--- src/rtl/al4s3b_count_monitor.sv ---
// Count-step monitor with error log and periodic snapshot FIFO,
// exposed on the Wishbone slave bus of the counter block.
module al4s3b_count_monitor #(
  parameter int          ADDRWIDTH     = 7,
  parameter int          DATAWIDTH     = 32,
  parameter int          FIFO_DEPTH    = 8,
  parameter logic [15:0] DEF_PERIOD    = 16'h0100,
  parameter logic [31:0] DEF_REG_VALUE = 32'hFAB_DEF_AC
) (
  input  logic                 WBs_CLK_i,
  input  logic                 WBs_RST_n_i,
  input  logic [ADDRWIDTH-1:0] WBs_ADR_i,
  input  logic                 WBs_CYC_i,
  input  logic                 WBs_STB_i,
  input  logic                 WBs_WE_i,
  input  logic [3:0]           WBs_BYTE_STB_i,
  input  logic [DATAWIDTH-1:0] WBs_DAT_i,
  output logic [DATAWIDTH-1:0] WBs_DAT_o,
  output logic                 WBs_ACK_o,
  input  logic [31:0]          count_i,
  output logic                 mon_err_o
);

  localparam int PW = $clog2(FIFO_DEPTH);
  localparam int LW = PW + 1;

  localparam logic [ADDRWIDTH-1:0] A_CTRL   = ADDRWIDTH'(0);
  localparam logic [ADDRWIDTH-1:0] A_PERIOD = ADDRWIDTH'(1);
  localparam logic [ADDRWIDTH-1:0] A_STATUS = ADDRWIDTH'(2);
  localparam logic [ADDRWIDTH-1:0] A_ERRCNT = ADDRWIDTH'(3);
  localparam logic [ADDRWIDTH-1:0] A_EPREV  = ADDRWIDTH'(4);
  localparam logic [ADDRWIDTH-1:0] A_ECUR   = ADDRWIDTH'(5);
  localparam logic [ADDRWIDTH-1:0] A_FIFO   = ADDRWIDTH'(6);

  logic          mon_en, snap_en;
  logic [15:0]   period, pcnt;
  logic [31:0]   prev, err_prev, err_cur;
  logic          prev_valid, sticky, ovf;
  logic [15:0]   err_cnt;
  logic [31:0]   mem [FIFO_DEPTH];
  logic [PW-1:0] wptr, rptr;
  logic [LW-1:0] level;
  logic [31:0]   rd_data;

  logic bus_sel, wr_en, ctrl_wr, per_wr, clr;
  logic empty, full, pop, push, push_ok;
  logic snap_act, tick, legal, err;
  logic unused;

  assign unused = ^{WBs_BYTE_STB_i[3:2], WBs_DAT_i[DATAWIDTH-1:16]};

  assign bus_sel = WBs_CYC_i & WBs_STB_i;
  assign wr_en   = bus_sel & WBs_WE_i & ~WBs_ACK_o;
  assign ctrl_wr = wr_en & (WBs_ADR_i == A_CTRL);
  assign per_wr  = wr_en & (WBs_ADR_i == A_PERIOD);
  assign clr     = ctrl_wr & WBs_BYTE_STB_i[1] & WBs_DAT_i[8];

  assign empty = (level == '0);
  assign full  = (level == LW'(FIFO_DEPTH));
  assign pop   = bus_sel & ~WBs_WE_i & WBs_ACK_o
               & (WBs_ADR_i == A_FIFO) & ~empty;

  assign snap_act = snap_en & (period != 16'd0);
  assign tick     = snap_act & ~per_wr
                  & (pcnt == period - 16'd1);
  assign push     = tick & ~clr & WBs_RST_n_i;
  assign push_ok  = push & (~full | pop);

  assign legal = (count_i == prev)
               | (count_i == prev + 32'd1)
               | (count_i == 32'h0)
               | (count_i == 32'hFFFF_FFFF);
  assign err   = mon_en & prev_valid & ~legal;

  assign mon_err_o = sticky;

  always_ff @(posedge WBs_CLK_i) begin
    if (!WBs_RST_n_i) begin
      WBs_ACK_o <= 1'b0;
      mon_en    <= 1'b0;
      snap_en   <= 1'b0;
      period    <= DEF_PERIOD;
    end else begin
      WBs_ACK_o <= bus_sel & ~WBs_ACK_o;
      if (ctrl_wr & WBs_BYTE_STB_i[0])
        {snap_en, mon_en} <= WBs_DAT_i[1:0];
      if (per_wr & WBs_BYTE_STB_i[0])
        period[7:0] <= WBs_DAT_i[7:0];
      if (per_wr & WBs_BYTE_STB_i[1])
        period[15:8] <= WBs_DAT_i[15:8];
    end
  end

  // error log: first illegal step is frozen until clr
  always_ff @(posedge WBs_CLK_i) begin
    if (!WBs_RST_n_i || clr) begin
      prev_valid <= 1'b0;
      sticky     <= 1'b0;
      err_cnt    <= '0;
      err_prev   <= '0;
      err_cur    <= '0;
    end else begin
      prev_valid <= mon_en;
      if (err) begin
        if (err_cnt != 16'hFFFF)
          err_cnt <= err_cnt + 16'd1;
        sticky <= 1'b1;
        if (!sticky) begin
          err_prev <= prev;
          err_cur  <= count_i;
        end
      end
    end
  end

  always_ff @(posedge WBs_CLK_i) begin
    if (!WBs_RST_n_i || per_wr || !snap_act)
      pcnt <= '0;
    else if (pcnt == period - 16'd1)
      pcnt <= '0;
    else
      pcnt <= pcnt + 16'd1;
  end

  always_ff @(posedge WBs_CLK_i) begin
    if (!WBs_RST_n_i || clr) begin
      wptr  <= '0;
      rptr  <= '0;
      level <= '0;
      ovf   <= 1'b0;
    end else begin
      if (push_ok)
        wptr <= wptr + PW'(1);
      if (pop)
        rptr <= rptr + PW'(1);
      if (push_ok && !pop)
        level <= level + LW'(1);
      else if (!push_ok && pop)
        level <= level - LW'(1);
      if (push && full && !pop)
        ovf <= 1'b1;
    end
  end

  always_ff @(posedge WBs_CLK_i) begin
    prev <= count_i;
    if (push_ok)
      mem[wptr] <= count_i;
  end

  always_comb begin
    rd_data = DEF_REG_VALUE;
    case (WBs_ADR_i)
      A_CTRL:   rd_data = {30'd0, snap_en, mon_en};
      A_PERIOD: rd_data = {16'd0, period};
      A_STATUS: rd_data = 32'({level, full, empty, ovf, sticky});
      A_ERRCNT: rd_data = {16'd0, err_cnt};
      A_EPREV:  rd_data = err_prev;
      A_ECUR:   rd_data = err_cur;
      A_FIFO:   if (!empty) rd_data = mem[rptr];
      default:  rd_data = DEF_REG_VALUE;
    endcase
  end

  assign WBs_DAT_o = DATAWIDTH'(rd_data);

endmodule

--- config.mk ---
export PLATFORM = sky130hd
export DESIGN_NAME = al4s3b_count_monitor
export DESIGN_NICKNAME = d
export VERILOG_FILES = /design/src/rtl/al4s3b_count_monitor.sv
export SDC_FILE = /design/constraint.sdc
export NUM_CORES = 1
export LEC_CHECK = 0
export CORE_UTILIZATION = 55
export DETAILED_ROUTE_END_ITERATION = 16
export HOLD_SLACK_MARGIN = 0.12
export PLACE_DENSITY_LB_ADDON = 0.15
export SETUP_SLACK_MARGIN = 0.05
export SKIP_LAST_GASP = 1
export SLEW_MARGIN = 20
export SYNTH_ARGS = -nofsm -noshare
export SYNTH_HDL_FRONTEND = slang
export SYNTH_SLANG_ARGS = --single-unit
--- constraint.sdc ---
create_clock -name WBs_CLK_i -period 14.5 [get_ports WBs_CLK_i]
set_input_delay 1.45 -clock WBs_CLK_i [delete_from_list [all_inputs] [get_ports WBs_CLK_i]]
set_output_delay 1.45 -clock WBs_CLK_i [all_outputs]
set_load 0.05 [all_outputs]
==> results.py <==
metrics = {
    "yosys": {
        "synth_area_leaders": "edfxtp_1, dfxtp_1, mux4_2, nand3_1, xnor2_1",
        "synth-main-ff-cell": "edfxtp_1",
        "synth_xor_xnor_area_share_pct": 4.373,
        "synth-simple-area-share_pct": 13.90,
        "synth_compound_area_share_pct": 7.809,
        "yosys_warnings": 0,
        "syn-num-nets": 1558,
        "seq_area_frac_synth_pct": 59.43,
        "ys_ff_latch": 419,
        "ys_async_sr_fraction_pct": 0,
        "synth_area_per_cell_um2": 12.55,
        "synthTopCellsByCount": "edfxtp_1, dfxtp_1, nand2_1",
        "synth_edf_count": 256,
        "synth_top_area_share_pct": 41.72,
        "synth_top_area_cell": "edfxtp_1",
        "synthMuxAreaShare_pct": 11.55,
        "synth_most_common_cell": "edfxtp_1",
        "synth_area_um2": 18430,
        "synth_top_family_by_area": "simple AND/OR/NAND/NOR gates",
        "ys_types": 68,
        "synth_cells": 1468,
        "synth_adder_area_share_pct": 0.7198,
    },
    "detailed_routing": {
        "dr.pass1.iters": 5,
        "drt-total-wl_mm": 46.54,
        "ant_nets": 0,
        "drc_errors": 0,
        "drt_iter0_markers": 1100,
        "via_per_inst": 6.268,
        "routedWlPerCell_um": 23.10,
        "vias": 12630,
    },
    "grt": {
        "overflow": 0,
        "grt_max_degree": 87,
        "grt_first_pass_wirelength_mm": 71.15,
        "first_global_vias": 12167,
        "track_usage_pct": 27.80,
        "antenna_found_initial": 0,
    },
    "clock_network": {
        "root_buffer": "clkbuf_16",
        "cts_sinks": 419,
        "cts.clk_slew.worst_paths_ps": 60,
        "cts_max_level": 2,
        "clock_path_buffers": 3,
        "cts_resized": 0,
        "postCtsSetupBuffers": 0,
        "cts_tree": "yes",
        "postCtsHoldBufs": 0,
        "clk-insertion-delay-late_ps": 530,
        "numCtsBuffers": 43,
    },
    "finish": {
        "nNetsFinal": 1630,
        "regArea_um2": 10960,
        "multiInputGateArea_um2": 7144,
        "fillers": 2564,
        "diodes": 0,
        "area_growth_pct": 14.91,
        "drive_gt1_share_pct": 13.29,
    },
    "run_status": {
        "status": "complete, no violations",
    },
    "run": {
        "cap_viol_max_count": 0,
    },
    "pwr": {
        "vdd_drop_max_mv": 0.09528,
        "power.density_nw_per_um2": 114.7,
        "totalPowerFinal_mw": 2.429,
        "p_leak_nw": 6.795,
    },
    "critical_path": {
        "path_common_cell": "clkdlybuf4s50_1",
        "crit_buf_inv": 2,
        "path_max_fanout": 15,
        "cp_slowest_cell": "nand4b_1",
        "cp.arrival_ps": 5340,
        "cp.required_ps": 13050,
        "critical_path.endpoint_type": "output pin",
        "path_cells": "clkdlybuf4s50_1, nor4_2, nand4b_1, or2_2, o21ai_0, clkdlybuf4s50_1",
        "cpLargestDelayFamily": "simple AND/OR/NAND/NOR gates",
        "path_class": "in2out",
        "cpPeakStageDelay_ps": 930,
        "cp-start-kind": "primary input",
    },
    "sta": {
        "setup_tns_ps": 0,
        "fin_skew_ps": 12.36,
        "timing.fmax_mhz": 147.3,
        "finalSetupViolations": 0,
        "period_share_pct": 46.81,
        "period_needed_ps": 6788,
        "hold_violations": 0,
        "drv_slew": 0,
        "worst_slew_pin_slew_ps": 1146,
        "rsz0062_at_grt": "no",
        "slew_headroom_pct": 23.53,
    },
    "placed_design": {
        "gp_congestion": 0.9244,
        "io_buffers": 95,
        "hpwl_mm": 29.94,
    },
    "floorplan": {
        "coreArea_um2": 32780,
        "initial_core_util_pct": 56.20,
        "dieHeight_um": 185.0,
        "die-area_um2": 34240,
        "top_level_ports": 114,
        "die_w_um": 185.0,
        "rows": 66,
    },
    "worst_hold_path": {
        "min_path_type": "reg2reg",
    },
}
==> cells in the final DEF, fill, tap and decap left out, types with 15 or more instances in the layout <==
cell / netlist / final
buf_4: 0 / 26
nand3_1: 105 / 105
nand2_1: 121 / 119
mux2i_1: 36 / 36
a211oi_1: 16 / 16
clkdlybuf4s50_1: 0 / 94
xnor2_1: 57 / 57
dfxtp_1: 163 / 160
nor2_1: 59 / 55
nor4_1: 22 / 21
mux2_2: 29 / 29
a21oi_1: 96 / 96
nor3_1: 17 / 15
mux4_2: 64 / 64
edfxtp_1: 256 / 256
clkbuf_1: 67 / 15
nand4_1: 36 / 36
clkbuf_16: 0 / 43
o21ai_0: 37 / 37
xor2_1: 35 / 35
and3_1: 19 / 19
nor2b_1: 32 / 32
==> worst paths after layout <==
kind / from / endpoint / slack [ps] / cells past startpoint
setup / recovery: WBs_ADR_i[3] / WBs_DAT_o[12] / 7710 / 6
setup reg to reg: period[0] / mem[2][7] / 9590 / 11
hold / removal: err_cur[31] / err_cur[31] / 450 / 2
hold reg to reg: err_cur[31] / err_cur[31] / 450 / 2
==> flip-flops by register name, indices dropped and copies added, names as in the netlist, named ones only <==
register,flops
level,4
err_prev,32
err_cnt,16
ovf,1
snap_en,1
mon_en,1
prev_valid,1
mon_err_o,1
mem,256
wptr,3
pcnt,16
WBs_ACK_o,1
err_cur,32
period,16
prev,32
rptr,3
==> worst reg2reg max path: cells and delay by family (launching register included) <==
family,cells,cell delay [ps]
simple gates,6,2850
buf+inv,2,590
compound gates,2,460
flops,1,390
fa+ha+maj,1,270
==> where the power goes <==
part           switching (mW)  internal [mW]
clock network           0.438          0.619
logic                  0.0594         0.0360
registers             0.00920           1.27
total                   0.507           1.92
==> stage by stage <==
| stage | hold WS (ps) | util [%] | cells | worst slack, ps | cell area (µm²) |
|---|---|---|---|---|---|
| finish | 453.4 | 64.58 | 2015 | 7712 | 21170 |
| global route | 472.2 | 64.58 | 2015 | 7631 | 21170 |
| global placement | 438.1 | 60.50 | 1937 | 7853 | 19830 |
| floorplan | 432.9 | - | 1468 | 8045 | 18430 |
| CTS | 453.4 | 64.58 | 2015 | 7798 | 21170 |
| detailed placement | 443.6 | 60.50 | 1937 | 7803 | 19830 |
==> per-layer routing <==
metal | wire length (µm) | vias to the layer above | GRT usage [%]
li1 | - | 5755 | -
met1 | 20520 | 6316 | 40.32
met2 | 21410 | 487 | 43.13
met3 | 3496 | 72 | 4.601
met4 | 1110 | 0 | 8.198
met5 | 0 | - | 0
==> cell families (layout without fill, tap and decap cells) <==
| group | Yosys count | after routing |
|---|---|---|
| adders and majority gates | 10 | 10 |
| muxes | 129 | 129 |
| AOI/OAI and AO/OA | 230 | 230 |
| xor gates and xnor gates | 92 | 92 |
| and+or+nand+nor | 484 | 484 |
| DFF | 419 | 419 |
| buffers and inverters | 104 | 209 |
==> area by class of cell <==
cell class | count | share of cell area [%]
Sequential cell | 419 | 51.75
Multi-Input combinational cell | 945 | 33.74
Clock buffer | 62 | 5.567
Timing Repair Buffer | 121 | 5.389
Tap cell | 442 | 2.612
Clock inverter | 16 | 0.7623
Inverter | 10 | 0.1773
Note: power is estimated with default switching activity, not from simulation.
